$ cat config.mk
export PLATFORM = sky130hd
export DESIGN_NAME = seq_divider
export DESIGN_NICKNAME = d
export VERILOG_FILES = /design/src/rtl/seq_divider_pkg.sv /design/src/rtl/seq_divider_step.sv /design/src/rtl/seq_divider.sv
export SDC_FILE = /design/constraint.sdc
export NUM_CORES = 1
export LEC_CHECK = 0
export ABC_AREA = 1
export BUFFER_PORTS_ARGS = -buffer_cell sky130_fd_sc_hd__buf_2
export CELL_PAD_IN_SITES_DETAIL_PLACEMENT = 1
export CELL_PAD_IN_SITES_GLOBAL_PLACEMENT = 2
export CORE_MARGIN = 2
export CORE_UTILIZATION = 38
export CTS_BUF_LIST = sky130_fd_sc_hd__clkbuf_2 sky130_fd_sc_hd__clkbuf_4 sky130_fd_sc_hd__clkbuf_8
export DETAILED_ROUTE_END_ITERATION = 8
export PLACE_DENSITY_LB_ADDON = 0.3
export SETUP_SLACK_MARGIN = 0.15
export SLEW_MARGIN = 20
export SYNTH_ARGS = -nofsm -noshare
export SYNTH_HDL_FRONTEND = slang
export SYNTH_SLANG_ARGS = --single-unit
$ cat constraint.sdc
create_clock -name clk -period 8.09 [get_ports clk]
set_input_delay 1.2135 -clock clk [delete_from_list [all_inputs] [get_ports clk]]
set_output_delay 1.2135 -clock clk [all_outputs]
set_load 0.02 [all_outputs]
$ cat src/rtl/seq_divider_pkg.sv
// Shared definitions for the iterative divider: FSM states, default width
// and the fixed results returned for divide-by-zero and signed overflow.
package seq_divider_pkg;

  localparam int unsigned DIV_WIDTH     = 32;
  localparam int unsigned DIV_MAX_WIDTH = 64;

  typedef enum logic [1:0] {
    IDLE = 2'd0,
    BUSY = 2'd1,
    DONE = 2'd2
  } div_state_e;

  // Quotient returned for a zero divisor: all ones at the operand width.
  function automatic logic [DIV_MAX_WIDTH-1:0] div0_quo(input int unsigned w);
    return (64'd1 << w) - 64'd1;
  endfunction

  // Quotient returned for most-negative / -1: the most-negative value.
  function automatic logic [DIV_MAX_WIDTH-1:0] ovf_quo(input int unsigned w);
    return 64'd1 << (w - 1);
  endfunction

  // Remainder returned for most-negative / -1.
  localparam logic [DIV_MAX_WIDTH-1:0] OVF_REM = '0;

endpackage

$ cat src/rtl/seq_divider_step.sv
// One restoring division iteration on unsigned magnitudes; purely combinational.
module div_step
  import seq_divider_pkg::*;
#(
  parameter int unsigned WIDTH = DIV_WIDTH
) (
  input  logic [WIDTH-1:0] rem,
  input  logic [WIDTH-1:0] quo,
  input  logic [WIDTH-1:0] divisor,
  output logic [WIDTH-1:0] rem_next,
  output logic [WIDTH-1:0] quo_next
);

  // Partial remainder after the shift needs one extra bit before the compare.
  logic [WIDTH:0] rem_sh;
  logic [WIDTH:0] diff;

  // Shift {rem, quo} left, then subtract the divisor when it fits.
  always_comb begin
    rem_sh = {rem, quo[WIDTH-1]};
    diff   = rem_sh - {1'b0, divisor};
    if (rem_sh >= {1'b0, divisor}) begin
      rem_next = diff[WIDTH-1:0];
      quo_next = {quo[WIDTH-2:0], 1'b1};
    end else begin
      rem_next = rem_sh[WIDTH-1:0];
      quo_next = {quo[WIDTH-2:0], 1'b0};
    end
  end

endmodule

$ cat src/rtl/seq_divider.sv
// Iterative radix-2 restoring divider: accepts dividend/divisor when both
// valids are high, returns {quotient, remainder} WIDTH+1 cycles later.
module seq_divider
  import seq_divider_pkg::*;
#(
  parameter int unsigned WIDTH  = DIV_WIDTH,
  parameter bit          SIGNED = 1'b1
) (
  input  logic                 clk,
  input  logic                 rst_n,
  input  logic                 s_axis_dividend_tvalid,
  input  logic [WIDTH-1:0]     s_axis_dividend_tdata,
  input  logic                 s_axis_divisor_tvalid,
  input  logic [WIDTH-1:0]     s_axis_divisor_tdata,
  output logic                 m_axis_dout_tvalid,
  output logic [2*WIDTH-1:0]   m_axis_dout_tdata
);

  localparam int unsigned      CW     = $clog2(WIDTH);
  localparam logic [CW-1:0]    LAST   = CW'(WIDTH - 1);
  localparam logic [WIDTH-1:0] DIV0_Q = WIDTH'(div0_quo(WIDTH));
  localparam logic [WIDTH-1:0] OVF_Q  = WIDTH'(ovf_quo(WIDTH));
  localparam logic [WIDTH-1:0] OVF_R  = WIDTH'(OVF_REM);
  localparam logic [WIDTH-1:0] MIN_S  = WIDTH'(ovf_quo(WIDTH));

  div_state_e state, state_nx;

  logic             accept;
  logic             last_step;
  logic [CW-1:0]    cnt;

  logic [WIDTH-1:0] rem_q, quo_q, dvs_q, a_raw_q;
  logic             q_neg_q, r_neg_q, div0_q, ovf_q;

  logic [WIDTH-1:0] rem_nx, quo_nx;
  logic [WIDTH-1:0] a_mag, b_mag;
  logic             a_neg, b_neg;
  logic             is_div0, is_ovf;
  logic [WIDTH-1:0] q_res, r_res;

  logic [2*WIDTH-1:0] dout_q;
  logic               dout_vld_q;

  div_step #(
    .WIDTH(WIDTH)
  ) u_step (
    .rem      (rem_q),
    .quo      (quo_q),
    .divisor  (dvs_q),
    .rem_next (rem_nx),
    .quo_next (quo_nx)
  );

  // State register.
  always_ff @(posedge clk or negedge rst_n) begin
    if (!rst_n) state <= IDLE;
    else        state <= state_nx;
  end

  // Next state, accept strobe and final-iteration strobe.
  always_comb begin
    state_nx  = state;
    accept    = 1'b0;
    last_step = 1'b0;
    case (state)
      IDLE: begin
        if (s_axis_dividend_tvalid && s_axis_divisor_tvalid) begin
          accept   = 1'b1;
          state_nx = BUSY;
        end
      end
      BUSY: begin
        if (cnt == LAST) begin
          last_step = 1'b1;
          state_nx  = DONE;
        end
      end
      DONE:    state_nx = IDLE;
      default: state_nx = IDLE;
    endcase
  end

  // Operand magnitudes, signs and special-case detection at the accept edge.
  always_comb begin
    a_neg   = SIGNED && s_axis_dividend_tdata[WIDTH-1];
    b_neg   = SIGNED && s_axis_divisor_tdata[WIDTH-1];
    a_mag   = a_neg ? -s_axis_dividend_tdata : s_axis_dividend_tdata;
    b_mag   = b_neg ? -s_axis_divisor_tdata  : s_axis_divisor_tdata;
    is_div0 = (s_axis_divisor_tdata == '0);
    is_ovf  = SIGNED && (s_axis_dividend_tdata == MIN_S) &&
              (s_axis_divisor_tdata == '1);
  end

  // Sign-corrected result of the last iteration, with special cases overriding.
  always_comb begin
    q_res = q_neg_q ? -quo_nx : quo_nx;
    r_res = r_neg_q ? -rem_nx : rem_nx;
    if (div0_q) begin
      q_res = DIV0_Q;
      r_res = a_raw_q;
    end else if (ovf_q) begin
      q_res = OVF_Q;
      r_res = OVF_R;
    end
  end

  // Operand capture, iteration registers, counter and output register.
  always_ff @(posedge clk or negedge rst_n) begin
    if (!rst_n) begin
      cnt        <= '0;
      rem_q      <= '0;
      quo_q      <= '0;
      dvs_q      <= '0;
      a_raw_q    <= '0;
      q_neg_q    <= 1'b0;
      r_neg_q    <= 1'b0;
      div0_q     <= 1'b0;
      ovf_q      <= 1'b0;
      dout_q     <= '0;
      dout_vld_q <= 1'b0;
    end else begin
      dout_vld_q <= 1'b0;
      if (accept) begin
        cnt     <= '0;
        rem_q   <= '0;
        quo_q   <= a_mag;
        dvs_q   <= b_mag;
        a_raw_q <= s_axis_dividend_tdata;
        q_neg_q <= a_neg ^ b_neg;
        r_neg_q <= a_neg;
        div0_q  <= is_div0;
        ovf_q   <= is_ovf;
      end else if (state == BUSY) begin
        rem_q <= rem_nx;
        quo_q <= quo_nx;
        cnt   <= last_step ? '0 : cnt + CW'(1);
        if (last_step) begin
          dout_q     <= {q_res, r_res};
          dout_vld_q <= 1'b1;
        end
      end
    end
  end

  assign m_axis_dout_tvalid = dout_vld_q;
  assign m_axis_dout_tdata  = dout_q;

endmodule
==> metrics.cfg <==
[outcome]
outcome=finished, final reports clean

[global_routing]
met2_usage=0.470
grt_max_degree=93
grt_pass1_wl_um=88900
grt_pass1_vias=15200
use_met1=0.402
top_usage_layer=met2
met3_usage=0.0583
gr-total-overflow=0
grtUsageTotal=0.297
antenna_found_initial=1

[critical_path]
path_class=flop to flop
r2r-end=m_axis_dout_tdata[60]
crit_path_top_delay_cell=dfrtp_1
max_stage_delay_ns=0.43
path_delay_family=simple AND/OR/NAND/NOR gates
cp_common_cell=inv_1
critical_path.max_fanout=40
crit_path_cell_trace=ha_1 > nand2_2 > inv_2 > a21oi_2 > a21oi_4 > nor2_8 > nand2_8 > inv_6 > ha_1 > inv_1 > nor3_1 > inv_1 > nor3_1 > inv_1 > nor2_1 > nand2_1 > inv_1 > nand3_1 > nor2_1 > nand4_1 > o21ai_0 > or2_2 > nand3_1 > a2bb2oi_1
r2r_cells=24
start_kind=flop
crit_required_ns=8.61
cp.arrival_ns=5.17
crit_cells=24
ff2ff_setup_slack_ns=3.44
crit_buf_inv=6
reg2reg_from=rem_q[23]
critPathCaptureType=flop

[synth]
synth_ff_type=dfrtp_1
ys_seq_area_frac=0.352
synth_seq_cells=203
synth_edf_count=0
synth.distinct_cells=63
synthCells=2072
ys_warn_count=0
async_flop_share=1.00
synth_area_um2=14400
syn-num-nets=2180
synth_area_per_cell_um2=6.97

[cells_and_area]
diodes=0
area_growth_pct=13.8
nets=2294
final_core_util=0.437
drive_gt1_frac=0.144

[cts]
clockBufferDepth=3
cts_resized=0
numCtsBuffers=41
h-tree-depth=2
clk_pin_slew_ns=0.06
cts_num_sinks=203
cts_tree=yes
cts_hold_buf=0
cts_setup_buffers=0
clk_latency_ns=0.61
root_buffer=clkbuf_8

[floorplan]
die_y_um=199
num_rows=71
die_w_um=199
core_area_um2=37600
initial_utilization=0.384
dieArea_um2=39600
ioPinCount=133

[placement]
dp_hpwl_um=43800
place_congestion=0.925
io_buffers=132

[timing]
min_period_over_period=0.575
hold_viol_final=0
fin_skew_ns=0.0229
slew_viol_final=0
relSlewSlack=0.301
setup_viol=0
finalCriticalPeriod_ns=4.65
worst_pin_slew_ns=1.05
max_freq_mhz=215
holdWs_ns=0.472
grt_setup_unrepaired=no
finalSetupTns_ns=0

[min_path]
hold_class=flop to flop
hold_start=a_raw_q[4]
whs_path_depth=2
whs_endpoint=a_raw_q[4]

[routing]
drt_pass1_iterations=5
drc=0
vias=14800
ant_nets=0
drtIter0Drc=862
vias_per_cell=5.44
wl_um=57300
wl_per_cell_um=21.0

[flow_run]
drv_cap=0

Yosys cell counts, drive strengths merged, types with 19 or more instances:
master,instances,area share
nand3,179,0.065
or2,22,0.0095
inv,284,0.074
ha,39,0.034
xor2,41,0.025
o21ai,141,0.051
buf,19,0.0087
nand4,33,0.015
a2bb2oi,54,0.033
o22ai,25,0.011
nor3,45,0.017
a21oi,86,0.031
dfrtp,203,0.35
nor2,172,0.052
clkbuf,57,0.015
nand2,577,0.16
registers in the layout, indices dropped and copies added, names as in the netlist:
name	flops
rem_q	32
m_axis_dout_tdata	64
q_neg_q	1
m_axis_dout_tvalid	1
ovf_q	1
dvs_q	32
quo_q	32
state	2
cnt	5
div0_q	1
a_raw_q	32
worst reg2reg max path, cell delays in order (launching register included):
cell       delay [ns]
dfrtp_1          0.43
ha_1             0.41
nand2_2          0.14
inv_2            0.04
a21oi_2          0.26
a21oi_4          0.12
nor2_8           0.32
nand2_8          0.26
inv_6            0.25
ha_1             0.20
inv_1            0.06
nor3_1           0.20
inv_1            0.09
nor3_1           0.23
inv_1            0.09
nor2_1           0.18
nand2_1          0.10
inv_1            0.12
nand3_1          0.16
nor2_1           0.17
nand4_1          0.15
o21ai_0          0.24
or2_2            0.15
nand3_1          0.06
a2bb2oi_1        0.16
per-layer routing:
metal  wire length, um  up-vias
met4              1920        0
met3              3250      110
met1             26200     7326
met5                 0        -
li1                  -     7040
met2             26000      361
worst max path at each step:
stage          slack [ns]      start                    end
3_3_place_gp         3.61  rem_q[23]  m_axis_dout_tdata[58]
3_5_place_dp         3.55  rem_q[23]  m_axis_dout_tdata[60]
6_report             3.44  rem_q[23]  m_axis_dout_tdata[60]
5_1_grt              2.94   rem_q[6]  m_axis_dout_tdata[60]
2_1_floorplan        4.46  rem_q[23]  m_axis_dout_tdata[60]
4_1_cts              3.52  rem_q[22]  m_axis_dout_tdata[60]
cell families after synthesis:
group           count (synthesis)  synth area share
simple gates                 1054             0.329
buf+inv                       365            0.0990
compound gates                362             0.156
flops                         203             0.352
xor+xnor                       48            0.0291
fa+ha+maj                      40            0.0352
per-stage QoR:
step	std cells	area, um2	setup slack [ns]
floorplan	2072	14400	4.46
global placement	2654	15500	3.61
detailed placement	2654	15500	3.55
CTS	2726	16400	3.52
global route	2726	16400	2.94
finish	2726	16400	3.44
area by class of cell:
class | instances | area [um2]
Tap cell | 511 | 639
Sequential cell | 203 | 5080
Inverter | 289 | 1090
Clock inverter | 8 | 92.6
Timing Repair Buffer | 147 | 786
Multi-Input combinational cell | 1504 | 7950
Clock buffer | 64 | 787
Fill cell | 4929 | 21200
cells in the final DEF (no fill, tap or decap), drive strengths merged, types with 10 or more instances in the layout:
cell type  count
o21ai        141
o22ai         25
nor3          45
nand3b        11
buf          146
nand4         33
clkbuf        65
a31oi         11
nand3        179
dfrtp        203
nor4          10
nand2        577
a2bb2oi       54
or2           22
ha            39
a21oi         86
xor2          41
nor2         172
inv          285
Power is left out: the tool's default activity adds up to more than one toggle a clock period on the data nets, which glitch-free logic cannot reach.
